`config.mk`:
```
export PLATFORM = sky130hd
export DESIGN_NAME = regfile_wb_arbiter
export DESIGN_NICKNAME = d
export VERILOG_FILES = /design/src/rtl/regfile_pkg.sv /design/src/rtl/regfile_wb_arbiter_rr_priority_pick.sv /design/src/rtl/regfile_wb_arbiter.sv
export SDC_FILE = /design/constraint.sdc
export NUM_CORES = 1
export LEC_CHECK = 0
export CORE_AREA = 4 4 135 137
export CTS_CLUSTER_SIZE = 12
export DETAILED_ROUTE_END_ITERATION = 6
export DIE_AREA = 0 0 139 141
export HOLD_SLACK_MARGIN = 0.02
export PLACE_DENSITY = 0.8
export REMOVE_ABC_BUFFERS = 1
export SYNTH_ARGS = -nofsm -noshare
export SYNTH_HDL_FRONTEND = slang
export SYNTH_SLANG_ARGS = --single-unit
export TNS_END_PERCENT = 50
```
`constraint.sdc`:
```
create_clock -name CLK -period 4.6 [get_ports CLK]
set_clock_uncertainty 0.15 [all_clocks]
set_input_delay 1.15 -clock CLK [delete_from_list [all_inputs] [get_ports CLK]]
set_output_delay 1.15 -clock CLK [all_outputs]
set_load 0.03 [all_outputs]
```
`src/rtl/regfile_pkg.sv`:
```
// Shared register-file constants and a width helper for index ports.
package regfile_pkg;

  localparam int RF_AW    = 4;
  localparam int RF_DW    = 64;
  localparam int RF_DEPTH = 16;

  // Number of bits needed to encode values 0..value-1, never less than 1.
  function automatic int clog2(input int value);
    int result;
    int v;
    result = 0;
    v      = value - 1;
    while (v > 0) begin
      result = result + 1;
      v      = v >> 1;
    end
    return (result == 0) ? 1 : result;
  endfunction

endpackage

```
`src/rtl/regfile_wb_arbiter_rr_priority_pick.sv`:
```
// Combinational round-robin pick: first valid requester at or after i_ptr,
// wrapping modulo NREQ. Produces one-hot grant, encoded index and any flag.
module rr_priority_pick
  import regfile_pkg::*;
#(
  parameter int NREQ = 4,
  parameter int PW   = clog2(NREQ)
) (
  input  logic [NREQ-1:0] i_valid,
  input  logic [PW-1:0]   i_ptr,
  output logic [NREQ-1:0] o_grant,
  output logic [PW-1:0]   o_idx,
  output logic            o_any
);

  localparam logic [PW:0] NREQ_W = (PW+1)'(NREQ);

  // Scan ptr, ptr+1, ... and keep only the first valid hit.
  always_comb begin
    logic [PW:0]   w_sum;
    logic [PW-1:0] w_pos;
    o_grant = '0;
    o_idx   = '0;
    o_any   = 1'b0;
    w_sum   = '0;
    w_pos   = '0;
    for (int unsigned k = 0; k < NREQ; k++) begin
      w_sum = {1'b0, i_ptr} + (PW+1)'(k);
      if (w_sum >= NREQ_W) begin
        w_sum = w_sum - NREQ_W;
      end
      w_pos = w_sum[PW-1:0];
      if (!o_any && i_valid[w_pos]) begin
        o_any          = 1'b1;
        o_idx          = w_pos;
        o_grant[w_pos] = 1'b1;
      end
    end
  end

endmodule

```
`src/rtl/regfile_wb_arbiter.sv`:
```
// Round-robin arbiter sharing the register-file write port between NREQ
// writeback requesters. Grants are combinational; the granted write is
// registered and presented on wena/waddr/wdata one cycle later.
module regfile_wb_arbiter
  import regfile_pkg::*;
#(
  parameter int NREQ = 4,
  parameter int DW   = RF_DW,
  parameter int AW   = RF_AW
) (
  input  logic                     CLK,
  input  logic                     RST,
  input  logic [NREQ-1:0]          req_valid,
  output logic [NREQ-1:0]          req_ready,
  input  logic [NREQ*AW-1:0]       req_addr,
  input  logic [NREQ*DW-1:0]       req_data,
  input  logic                     stall,
  output logic                     wena,
  output logic [AW-1:0]            waddr,
  output logic [DW-1:0]            wdata,
  output logic [clog2(NREQ)-1:0]   last_grant,
  output logic                     busy
);

  localparam int PW = clog2(NREQ);

  logic [PW-1:0]   r_ptr;
  logic            r_wena;
  logic [AW-1:0]   r_waddr;
  logic [DW-1:0]   r_wdata;
  logic [PW-1:0]   r_last_grant;

  logic [NREQ-1:0] w_valid_eff;
  logic [NREQ-1:0] w_grant_oh;
  logic [PW-1:0]   w_idx;
  logic            w_any;
  logic [AW-1:0]   w_sel_addr;
  logic [DW-1:0]   w_sel_data;
  logic [PW-1:0]   w_ptr_next;

  // Stall and reset mask every request, so no ready can rise while either holds.
  always_comb begin
    w_valid_eff = req_valid;
    if (stall || !RST) begin
      w_valid_eff = '0;
    end
  end

  rr_priority_pick #(
    .NREQ (NREQ),
    .PW   (PW)
  ) u_pick (
    .i_valid (w_valid_eff),
    .i_ptr   (r_ptr),
    .o_grant (w_grant_oh),
    .o_idx   (w_idx),
    .o_any   (w_any)
  );

  // Select the granted requester's address/data from the flattened buses.
  always_comb begin
    w_sel_addr = '0;
    w_sel_data = '0;
    for (int unsigned i = 0; i < NREQ; i++) begin
      if (w_idx == PW'(i)) begin
        w_sel_addr = req_addr[i*AW +: AW];
        w_sel_data = req_data[i*DW +: DW];
      end
    end
  end

  // Pointer moves just past the winner, wrapping after the last requester.
  always_comb begin
    w_ptr_next = w_idx + 1'b1;
    if (w_idx == PW'(NREQ-1)) begin
      w_ptr_next = '0;
    end
  end

  // Output register stage and RR pointer; non-grant cycles hold addr/data/index.
  always_ff @(posedge CLK or negedge RST) begin
    if (!RST) begin
      r_ptr        <= '0;
      r_wena       <= 1'b0;
      r_waddr      <= '0;
      r_wdata      <= '0;
      r_last_grant <= '0;
    end else begin
      r_wena <= w_any;
      if (w_any) begin
        r_waddr      <= w_sel_addr;
        r_wdata      <= w_sel_data;
        r_last_grant <= w_idx;
        r_ptr        <= w_ptr_next;
      end
    end
  end

  assign req_ready  = w_grant_oh;
  assign wena       = r_wena;
  assign waddr      = r_waddr;
  assign wdata      = r_wdata;
  assign last_grant = r_last_grant;
  assign busy       = |req_valid;

endmodule

```
==> metrics.md, run 1 <==
| Metric | Value |
|---|---|
| Status | `complete, no violations` |
| Post-DP HPWL | `17,100 um` |
| Crit-path slowest cell | `mux4_2` |
| Synth Instances | `694` |
| Setup WS pre-CTS | `54.0 ps` |
| Total of max-cap violations | `0` |
| Fin. Hold Viols | `0` |
| Worst Path Required | `3300 ps` |
| Clock-pin transition on the worst setup and hold timing paths | `60 ps` |
| CTS sink cnt | `73` |
| Placer Congestion | `0.908` |
| Min cycle time layout | `4210 ps` |
| Critical Path End Type | `output port` |
| Util after Layout | `0.575` |
| Final WS setup | `390 ps` |
| Slew headroom | `0.645` |
| # rows | `48` |
| RSZ-0062 raised after global routing | `false` |
| Cell area after synthesis | `0.00566 mm^2` |
| Global-route usage over all layers | `0.213` |
| Logic pwr share | `0.517` |
| #FFs+latches synth | `73` |
| Int Power | `2.14 mW` |
| Setup-failing EPs final | `0` |
| Post-CTS Setup Inserts | `0` |
| Routed WL | `22,100 um` |
| Pwr dens | `348 mW/mm^2` |
| Distinct cells, synth | `40` |
| Final Total Pwr | `3.41 mW` |
| Die area | `0.0196 mm^2` |
| Part of the power in registers | `0.264` |
| Seq/Total Area, Yosys | `0.323` |
| Clk Latency, worst-skew pair | `330 ps` |
| Top cell type's share of synthesized area | `0.323` |
| Crit Path Category | `in2out` |
| Slew Limit Fails | `0` |
| # fillers | `1,541` |
| Ports | `355` |
| Static Leakage | `3.75 nW` |
| Die height | `141 um` |
| Vias in the first global route | `6,199` |
| Top post-synthesis cells by area | `dfrtp_1, nor2b_1, a221oi_1` |
| Drt wl/cell | `17.8 um` |
| Avg Cell Area, Syn | `8.15 um^2` |
| GRT overflow | `0` |
| Initial antenna violation count | `0` |
| TritonCTS clock tree | `yes` |
| Initial Util | `0.332` |
| Final Cycle Share | `0.915` |
| Syn-to-layout area delta | `73.3%` |
| Worst reg2reg path depth | `12` |
| Post-route ant nets | `0` |
| Global-route wire length before repair | `33,500 um` |
| Slowest stage delay, CP | `540 ps` |
| Port bufs | `354` |
| Layout cell share with drive strength beyond 1 | `0.0618` |
| First-pass iteration count of the detailed router | `5` |
| Root Buffer | `clkbuf_16` |
| Hold Path Depth | `2` |
| Switching pwr | `1.28 mW` |
| Largest net degree at the start of global routing | `70` |
| Worst path cell trace | `clkdlybuf4s50_1 > nor2b_1 > mux4_2 > nand3_1 > o2111ai_1 > dlymetal6s2s_1` |
| Smallest hold slack | `326 ps` |
| Clk pwr share | `0.220` |
| Crit path DAT | `2910 ps` |
| F_max | `238 MHz` |
| H-tree lvl count | `3` |
| VDD IR-drop max | `0.169 mV` |
| Sw Ratio | `0.374` |
| CORE AREA | `0.0171 mm^2` |
| Ys Warns | `0` |
| Antenna cells | `0` |
| Worst-margin pin slew | `532 ps` |
| DR vias/cell | `5.14` |
| Num CTS Buffers | `9` |
| Crit-path max FO | `7` |
| Leading area contributor after synthesis | `dfrtp_1` |
| # DRC | `0` |
| First DRT Iteration DRCs | `334` |
| Bufs on Longest Clock Path | `2` |
| Cts hold-fix bufs | `0` |
| Via count | `6,400` |
| Worst hold-check path type | `reg2reg` |
| Nature of the critical path startpoint | `primary input` |
| Final nets | `1,301` |
| Chip width | `139 um` |
-- registers in the layout, summed over array words and instances (netlist names) --
register and cells:
wdata 64, waddr 4, last_grant 2, r_ptr 2, wena 1
-- worst paths after layout --
| check | from | to | slack, ps |
|---|---|---|---|
| setup / recovery | req_valid[2] | req_ready[2] | 390 |
| hold / removal | wdata[12] | wdata[12] | 330 |
| setup reg to reg | r_ptr[1] | wdata[4] | 910 |
| hold reg to reg | wdata[12] | wdata[12] | 330 |
| max in group asynchronous | RST | wdata[48] | 2600 |
| min in group asynchronous | RST | waddr[3] | 780 |
-- what timing repair did --
| action | 4_1_cts | 5_1_grt |
|---|---|---|
| endpoints found under the setup margin | 0 | 2 |
| hold endpoints to repair | 0 | 0 |
| resized for setup | 0 | 2 |
-- power by group through the flow --
stage / Sequential (mW) / Clock [mW] / Combinational [mW]
floorplan: 1.24 / 0 / 0.602
global placement: 0.904 / 0 / 1.76
detailed placement: 0.912 / 0 / 1.77
CTS: 0.902 / 0.774 / 1.78
global route: 0.922 / 0.801 / 1.89
finish: 0.899 / 0.749 / 1.76
-- placed cells by master (no fill, tap or decap), drive strengths merged --
master / synthesis / routed
a21oi: 4 / 4
a221o: 1 / 1
a221oi: 69 / 69
a22o: 1 / 1
a22oi: 2 / 2
and3: 1 / 1
and3b: 1 / 1
buf: 25 / 27
bufinv: 0 / 2
clkbuf: 44 / 10
clkdlybuf4s50: 0 / 349
clkinv: 0 / 3
clkinvlp: 0 / 1
dfrtp: 73 / 73
dlymetal6s2s: 0 / 2
ha: 8 / 8
inv: 5 / 5
mux2: 4 / 4
mux2i: 3 / 3
mux4: 2 / 2
nand2: 142 / 142
nand3: 11 / 11
nand3b: 2 / 2
nor2: 4 / 4
nor2b: 140 / 140
nor3b: 1 / 1
o2111ai: 4 / 4
o21ai: 71 / 71
o22a: 2 / 2
o22ai: 2 / 2
o31a: 68 / 68
or2: 1 / 1
or3b: 2 / 2
or4: 1 / 1
-- worst max-delay path, delay by kind of cell --
family | cells | cell delay (ps)
multiplexers | 1 | 540
AND/OR/NAND/NOR | 2 | 320
buffers and inverters | 2 | 780
AO/OA/AOI/OAI | 1 | 120
-- cells in the mapped netlist, drive strengths merged --
cell     count
nand2      142
nor2b      140
dfrtp       73
o21ai       71
a221oi      69
o31a        68
clkbuf      44
buf         25
nand3       11
ha           8
inv          5
a21oi        4
mux2         4
nor2         4
o2111ai      4
mux2i        3
a22oi        2
mux4         2
nand3b       2
o22a         2
o22ai        2
or3b         2
a221o        1
a22o         1
and3         1
and3b        1
nor3b        1
or2          1
or4          1
-- area by class of cell --
type | count | area [um^2] | share of cell area
Timing Repair Buffer | 378 | 3850 | 0.392
Clock buffer | 10 | 229 | 0.0234
Inverter | 5 | 18.8 | 0.00191
Clock inverter | 6 | 82.6 | 0.00842
Sequential cell | 73 | 1830 | 0.186
Tap cell | 225 | 282 | 0.0287
Multi-Input combinational cell | 547 | 3520 | 0.359
-- routing by layer --
layer / global-route usage / vias to the layer above / part of all wire
met5: 0 / - / 0
met4: 0.0783 / 0 / 0.028
met2: 0.374 / 264 / 0.50
met1: 0.248 / 2949 / 0.40
met3: 0.0611 / 40 / 0.071
li1: - / 3147 / -
-- cell families after synthesis --
kind of cell | synth area share
buffers and inverters | 0.0622
DFF | 0.323
muxes | 0.0212
and+or+nand+nor | 0.276
adders and majority gates | 0.0177
AOI/OAI and AO/OA | 0.300
-- metrics by stage --
stage | instance area (um^2) | TNS (ps) | instances
finish | 9800 | 0 | 1244
global route | 9800 | 0 | 1244
CTS | 9800 | 0 | 1244
detailed placement | 9490 | 0 | 1228
global placement | 9490 | 0 | 1228
floorplan | 5320 | -56530 | 625
No activity file was read; power rests on OpenSTA's default activity.
==> run 2, diff against run 1 <==
--- a/config.mk
+++ b/config.mk
@@ -9,9 +9,11 @@
 export CTS_CLUSTER_SIZE = 12
 export DETAILED_ROUTE_END_ITERATION = 6
 export DIE_AREA = 0 0 139 141
+export GPL_TIMING_DRIVEN = 0
 export HOLD_SLACK_MARGIN = 0.02
 export PLACE_DENSITY = 0.8
 export REMOVE_ABC_BUFFERS = 1
+export SKIP_CTS_REPAIR_TIMING = 1
 export SYNTH_ARGS = -nofsm -noshare
 export SYNTH_HDL_FRONTEND = slang
 export SYNTH_SLANG_ARGS = --single-unit
==> constraint.sdc (replaced) <==
create_clock -name CLK -period 4.53 [get_ports CLK]
set_clock_uncertainty 0.15 [all_clocks]
set_input_delay 1.1325 -clock CLK [delete_from_list [all_inputs] [get_ports CLK]]
set_output_delay 1.1325 -clock CLK [all_outputs]
set_load 0.03 [all_outputs]
==> run 2 against run 1 <==
Combinational power increased by 3%. Sequential power increased by 2%. Sequential share of layout area increased by 0.14 points. Highest routed layer unchanged. Largest power group unchanged. Critical path depth increased by 1. Critical endpoint unchanged.
==> metrics.md, run 2 (synthesis gave the netlist of run 1 again) <==
| Metric | Value |
|---|---|
| Status | `complete, no violations` |
| Die area | `0.0196 mm^2 (unchanged)` |
| Worst-margin pin slew | `1260 ps (+727 ps)` |
| Crit path DAT | `3090 ps (+180 ps)` |
| Initial Util | `0.332 (unchanged)` |
| H-tree lvl count | `3 (unchanged)` |
| Antenna cells | `0 (unchanged)` |
| Global routing met3 resource utilization | `0.0638 (+0.00271)` |
| # fillers | `1,538 (-0.19%)` |
| Logic pwr share | `0.532 (+0.015)` |
| Bufs on Longest Clock Path | `2 (unchanged)` |
| Initial antenna violation count | `0 (unchanged)` |
| Worst path cell trace | `clkbuf_8 > buf_12 > nor2b_1 > and3_1 > nand3_1 > o2111ai_1 > dlymetal6s2s_1` |
| Setup-failing EPs final | `0 (unchanged)` |
| Smallest hold slack | `325 ps (-1.13 ps)` |
| Int Power | `2.09 mW (-2.2%)` |
| Placer Congestion | `0.880 (-3.0%)` |
| Global-route wire length before repair | `32,800 um (-2.0%)` |
| Crit Path Category | `in2out` |
| Sw Ratio | `0.386 (+0.0121)` |
| Post-DP HPWL | `15,500 um (-8.9%)` |
| Slew headroom | `0.161 (-0.485)` |
| Root Buffer | `clkbuf_16` |
| TritonCTS clock tree | `yes` |
| Final WS setup | `162 ps (-228 ps)` |
| GRT overflow | `0 (unchanged)` |
| Slew Limit Fails | `0 (unchanged)` |
| Register area | `0.00183 mm^2 (unchanged)` |
| First-pass iteration count of the detailed router | `4 (-1)` |
| Min cycle time layout | `4370 ps` |
| Worst reg2reg path depth | `12 (unchanged)` |
| Vias in the first global route | `6,210 (+0.18%)` |
| Critical Path End Type | `output port` |
| Hold Path Sink | `wdata[61]` |
| Final Total Pwr | `3.40 mW (-0.30%)` |
| Nature of the critical path startpoint | `primary input` |
| Gr busiest metal | `met2` |
| # DRC | `0 (unchanged)` |
| Static Leakage | `3.73 nW (-0.61%)` |
| Post-route ant nets | `0 (unchanged)` |
| Commonest non-fill, non-tap cell in the layout | `clkdlybuf4s50_1` |
| Crit-path slowest cell | `and3_1` |
| Drt wl/cell | `18.8 um (+5.5%)` |
| Switching pwr | `1.31 mW (+2.9%)` |
| Syn-to-layout area delta | `72.0%` |
| Worst Path Required | `3250 ps (-50 ps)` |
| Crit-path max FO | `42 (+35)` |
| Setup slack, reg-to-reg | `400 ps (-510 ps)` |
| Clk Latency, worst-skew pair | `330 ps (about the same)` |
| GR Util met1 | `0.234 (-0.0145)` |
| CORE AREA | `0.0171 mm^2 (unchanged)` |
| Largest net degree at the start of global routing | `142 (+100%)` |
| Slowest stage delay, CP | `370 ps (-170 ps)` |
| Met2 usage | `0.364 (-0.00972)` |
| Die height | `141 um (unchanged)` |
| Max reg flops | `64 (unchanged)` |
| Fin. Hold Viols | `0 (unchanged)` |
| Via count | `6,411 (+0.17%)` |
| VDD IR-drop max | `0.183 mV (+8.5%)` |
| Routed WL | `23,100 um (+4.5%)` |
| Port bufs | `354 (unchanged)` |
| Capturing point of the worst reg2reg path | `wdata[17]` |
| Hold_sp | `wdata[61]` |
| Clk pwr share | `0.198 (-0.022)` |
| Layout cell share with drive strength beyond 1 | `0.0487 (-0.0132)` |
| Hold Path Depth | `2 (unchanged)` |
| First DRT Iteration DRCs | `262 (-22%)` |
| F_max | `229 MHz` |
| Commonest non-fill, non-tap cells in the layout | `clkdlybuf4s50_1, nand2_1, nor2b_1` |
| Part of the power in registers | `0.270 (+0.006)` |
| Final nets | `1,289 (-0.92%)` |
| Final Cycle Share | `0.964` |
| Chip width | `139 um (unchanged)` |
| CTS sink cnt | `73 (unchanged)` |
| DR vias/cell | `5.20 (+1.1%)` |
| Ports | `355 (unchanged)` |
| Total Negative Setup Slacks | `0 ps (unchanged)` |
| # rows | `48 (unchanged)` |
| Total of max-cap violations | `0 (unchanged)` |
| Worst hold-check path type | `reg2reg` |
| Util after Layout | `0.570 (-0.00440)` |
| Setup WS pre-CTS | `-914 ps (-968 ps)` |
| Area of the multi-input gates | `0.00353 mm^2 (+0.39%)` |
| Num CTS Buffers | `9 (unchanged)` |
| Global-route usage over all layers | `0.207 (-0.00637)` |
| Critical R2R Launch | `r_ptr[0]` |
| Clock-pin transition on the worst setup and hold timing paths | `60 ps (about the same)` |
| Pwr dens | `350 mW/mm^2 (+0.47%)` |
-- run 2: changes by cell type in the layout (fill, tap and decap cells not counted), sizes merged --
cell	before	now
clkbuf	10	15
bufinv	2	0
clkinvlp	1	0
dlymetal6s2s	2	4
buf	27	11
-- run 2: cell type report --
class                      count  share of cell area
timing repair buffer         366               0.390
multi-input combinational    547               0.363
sequential                    73               0.188
tap                          225              0.0289
clock buffer                  13              0.0268
inverter                       5             0.00193
clock inverter                 3             0.00154
-- run 2: per-stage QoR --
stage	cell area, um^2	std cells
after detailed placement	9300	1208
after global routing	9730	1232
after CTS	9570	1224
after global placement	9150	1204
after floorplan	5320	625
final	9730	1232
-- run 2: worst max path at each step --
| stage | slack [ps] | cells after the start | from | endpoint |
|---|---|---|---|---|
| global placement | -6220 | 9 | RST | wdata[17] |
| finish | 160 | 7 | RST | req_ready[2] |
| global route | -8 | 11 | RST | wdata[17] |
| floorplan | -870 | 8 | stall | waddr[0] |
| detailed placement | -910 | 12 | RST | wdata[17] |
| CTS | -530 | 12 | RST | wdata[17] |
-- run 2: layer usage --
metal / up-vias / part of all wire / wire length, um
met4: 0 / 0.032 / 733
met5: - / 0 / 0
met1: 2972 / 0.39 / 9060
met2: 268 / 0.50 / 11500
met3: 46 / 0.081 / 1860
li1: 3125 / - / -
-- run 2: critical path, delay by kind of cell --
family | cells | cell delay, ps
AND/OR/NAND/NOR | 3 | 820
AO/OA/AOI/OAI | 1 | 160
buffers and inverters | 3 | 930
-- run 2: power groups by stage --
stage,Combinational (mW),Sequential (mW),Clock [mW]
6_report,1.81,0.918,0.673
5_1_grt,1.94,0.944,0.719
4_1_cts,1.76,0.920,0.697
3_5_place_dp,1.76,0.929,0
3_3_place_gp,1.75,0.922,0
2_1_floorplan,0.611,1.25,0
==> run 3, diff against run 2 <==
--- a/config.mk
+++ b/config.mk
@@ -11,10 +11,11 @@
 export DIE_AREA = 0 0 139 141
 export GPL_TIMING_DRIVEN = 0
 export HOLD_SLACK_MARGIN = 0.02
-export PLACE_DENSITY = 0.8
+export PLACE_DENSITY = 0.76
 export REMOVE_ABC_BUFFERS = 1
 export SKIP_CTS_REPAIR_TIMING = 1
 export SYNTH_ARGS = -nofsm -noshare
 export SYNTH_HDL_FRONTEND = slang
+export SYNTH_HIERARCHICAL = 1
 export SYNTH_SLANG_ARGS = --single-unit
 export TNS_END_PERCENT = 50
==> run 3 against run 2 <==
Sequential power rose by 33%. Die area unchanged. Cell area decreased by 3.4%. Via count shrank 2.7%. Sequential share of layout area increased by 0.66 points. Global-route usage fell by 0.10 points. Combinational power grew to 2.7 times the previous value. Synthesized cell count down 13%. Critical path type unchanged. Critical endpoint is now req_ready[3].
==> metrics.md, run 3 <==
| Metric | Value |
|---|---|
| Syn-to-layout area delta | `85.6%` |
| Setup-failing EPs final | `0 (unchanged)` |
| TritonCTS clock tree | `yes` |
| Routed WL | `24,800 um (+7.4%)` |
| Status | `complete, no violations` |
| Final Total Pwr | `6.82 mW (+100%)` |
| Global-route usage over all layers | `0.206 (-0.00101)` |
| Total Negative Setup Slacks | `0 ps (unchanged)` |
| Die height | `141 um (unchanged)` |
| # fillers | `1,568 (+2.0%)` |
| Worst-margin pin slew | `777 ps (-483 ps)` |
| Top post-synthesis cells by area | `dfrtp_1, nand3b_1, a31oi_1` |
| Leading area contributor after synthesis | `dfrtp_1` |
| Final Cycle Share | `0.980 (+0.0158)` |
| CORE AREA | `0.0171 mm^2 (unchanged)` |
| Initial Util | `0.297 (-0.0347)` |
| Final nets | `1,224 (-5.0%)` |
| Most used DFF post-synth | `dfrtp_1` |
| H-tree lvl count | `3 (unchanged)` |
| Fin. Hold Viols | `0 (unchanged)` |
| First DRT Iteration DRCs | `386 (+47%)` |
| Initial antenna violation count | `0 (unchanged)` |
| Slew headroom | `0.482 (+0.322)` |
| Port bufs | `354 (unchanged)` |
| Crit-path max FO | `35 (-17%)` |
| Post-route cell area | `0.00940 mm^2 (-3.4%)` |
| Die area | `0.0196 mm^2 (unchanged)` |
| Drt wl/cell | `21.3 um (+14%)` |
| #FFs+latches synth | `73 (unchanged)` |
| Post-route ant nets | `0 (unchanged)` |
| Total of max-cap violations | `0 (unchanged)` |
| Worst Path Required | `3250 ps (about the same)` |
| Layout cell share with drive strength beyond 1 | `0.0767 (+0.0280)` |
| VDD IR-drop max | `0.443 mV (+140%)` |
| Antenna cells | `0 (unchanged)` |
| First-pass iteration count of the detailed router | `5 (+1)` |
| Cell area after synthesis | `0.00506 mm^2 (-10%)` |
| Ys Warns | `6 (+6)` |
| Post-DP HPWL | `15,100 um (-2.8%)` |
| Critical Path End Type | `output port` |
| Number of enable flip-flop cells after synthesis | `0 (unchanged)` |
| # DRC | `0 (unchanged)` |
| Largest net degree at the start of global routing | `75 (-47%)` |
| Nature of the critical path startpoint | `primary input` |
| Max reg flops | `64 (unchanged)` |
| Commonest non-fill, non-tap cells in the layout | `clkdlybuf4s50_1, nand3b_1, dfrtp_1` |
| Seq/Total Area, Yosys | `0.361 (+0.0377)` |
| Via count | `6,238 (-2.7%)` |
| Avg Cell Area, Syn | `8.36 um^2 (+2.5%)` |
| Global-route wire length before repair | `32,400 um (-1.3%)` |
| Worst hold-check path type | `reg2reg` |
| GRT overflow | `0 (unchanged)` |
| DR vias/cell | `5.36 (+3.0%)` |
| Top cell type's share of synthesized area | `0.361 (+0.0377)` |
| Most frequent cells after synthesis | `nand3b_1, dfrtp_1, o21ai_0` |
| Bufs on Longest Clock Path | `2 (unchanged)` |
| Post-synthesis async set-or-reset flop share | `1.00 (unchanged)` |
| Synth Instances | `606 (-13%)` |
| Min cycle time layout | `4440 ps (+71.7 ps)` |
| CTS sink cnt | `73 (unchanged)` |
| Clk Latency, worst-skew pair | `340 ps (about the same)` |
| Commonest non-fill, non-tap cell in the layout | `clkdlybuf4s50_1` |
| Clock-pin transition on the worst setup and hold timing paths | `60 ps (about the same)` |
| # rows | `48 (unchanged)` |
| Vias in the first global route | `5,822 (-6.2%)` |
| Crit Path Category | `in2out` |
| Distinct cells, synth | `33 (-18%)` |
| Num CTS Buffers | `9 (unchanged)` |
| Static Leakage | `3.35 nW (-10%)` |
| Slew Limit Fails | `0 (unchanged)` |
| Chip width | `139 um (unchanged)` |
| Crit path DAT | `3160 ps (+70 ps)` |
| Root Buffer | `clkbuf_16` |
| Pwr dens | `726 mW/mm^2 (+110%)` |
| DP Area | `0.00880 mm^2 (-5.3%)` |
| Top-count cell post-synth | `nand3b_1` |
| Ports | `355 (unchanged)` |
| Placer Congestion | `0.859 (-2.4%)` |
| F_max | `225 MHz (-1.6%)` |
run 3: cell types whose count changed in the layout (fill, tap and decap cells not counted), moves of 8 or more:
cell      previous run  this run
nand2_1            141        69
o31a_1              68         0
nand3_1             11         0
nand3b_1             2       136
a22oi_1              0         8
a221oi_1            69         0
nor2b_1            140         0
a31oi_1              0        68
a21oi_1              2        69
buf_4                2        14
run 3: cells by family after synthesis:
kind of cell | share of synthesized area
buffers and inverters | 0.0635
adders and majority gates | 0.0222
muxes | 0.0346
AOI/OAI and AO/OA | 0.243
and+or+nand+nor | 0.276
DFF | 0.361
run 3: worst max-delay path, stage by stage:
cell and delay [ps]:
buf_12 160, buf_16 160, nor2b_2 170, and2_4 180
mux4_2 550, nor4b_4 400, a22oi_1 110, o21ai_0 100
buf_4 190
run 3: stage by stage:
stage | instances | utilization | setup slack, ps | hold slack [ps]
floorplan | 542 | - | -2220 | 533
global placement | 1121 | 0.504 | -9030 | 343
detailed placement | 1128 | 0.516 | -1640 | 363
CTS | 1142 | 0.531 | -1250 | 376
global route | 1164 | 0.551 | -49.5 | 387
finish | 1164 | 0.551 | 90.4 | 376
run 3: cell type report:
cell class / count / area (um^2) / share of cell area
sequential: 73 / 1830 / 0.194
tap: 225 / 282 / 0.0300
multi-input combinational: 466 / 3050 / 0.325
clock buffer: 10 / 229 / 0.0244
clock inverter: 4 / 22.5 / 0.00240
timing repair buffer: 380 / 3970 / 0.422
inverter: 6 / 22.5 / 0.00240
run 3: final timing paths:
kind                            slack [ps]     startpoint             to  cells past startpoint
worst max-delay path                    90            RST   req_ready[3]                      9
worst min-delay path                   380  last_grant[1]  last_grant[1]                      1
worst max register to register         510       r_ptr[0]      wdata[10]                     14
worst min register to register         380  last_grant[1]  last_grant[1]                      1
max in group asynchronous             3200            RST      wdata[62]                      3
min in group asynchronous              490            RST       wdata[3]                      1
run 3: power by group:
group          switching, mW  internal, mW
Combinational           2.93          2.02
Clock                  0.293         0.362
Sequential             0.195          1.03
Total                   3.41          3.41
run 3: metal layers:
metal  wire length (um)  up-vias  track usage
met5                  0        -            0
met4                716        0       0.0772
met3               2060       51       0.0611
met2              12000      310        0.343
met1              10000     2972        0.253
li1                   -     2905            -
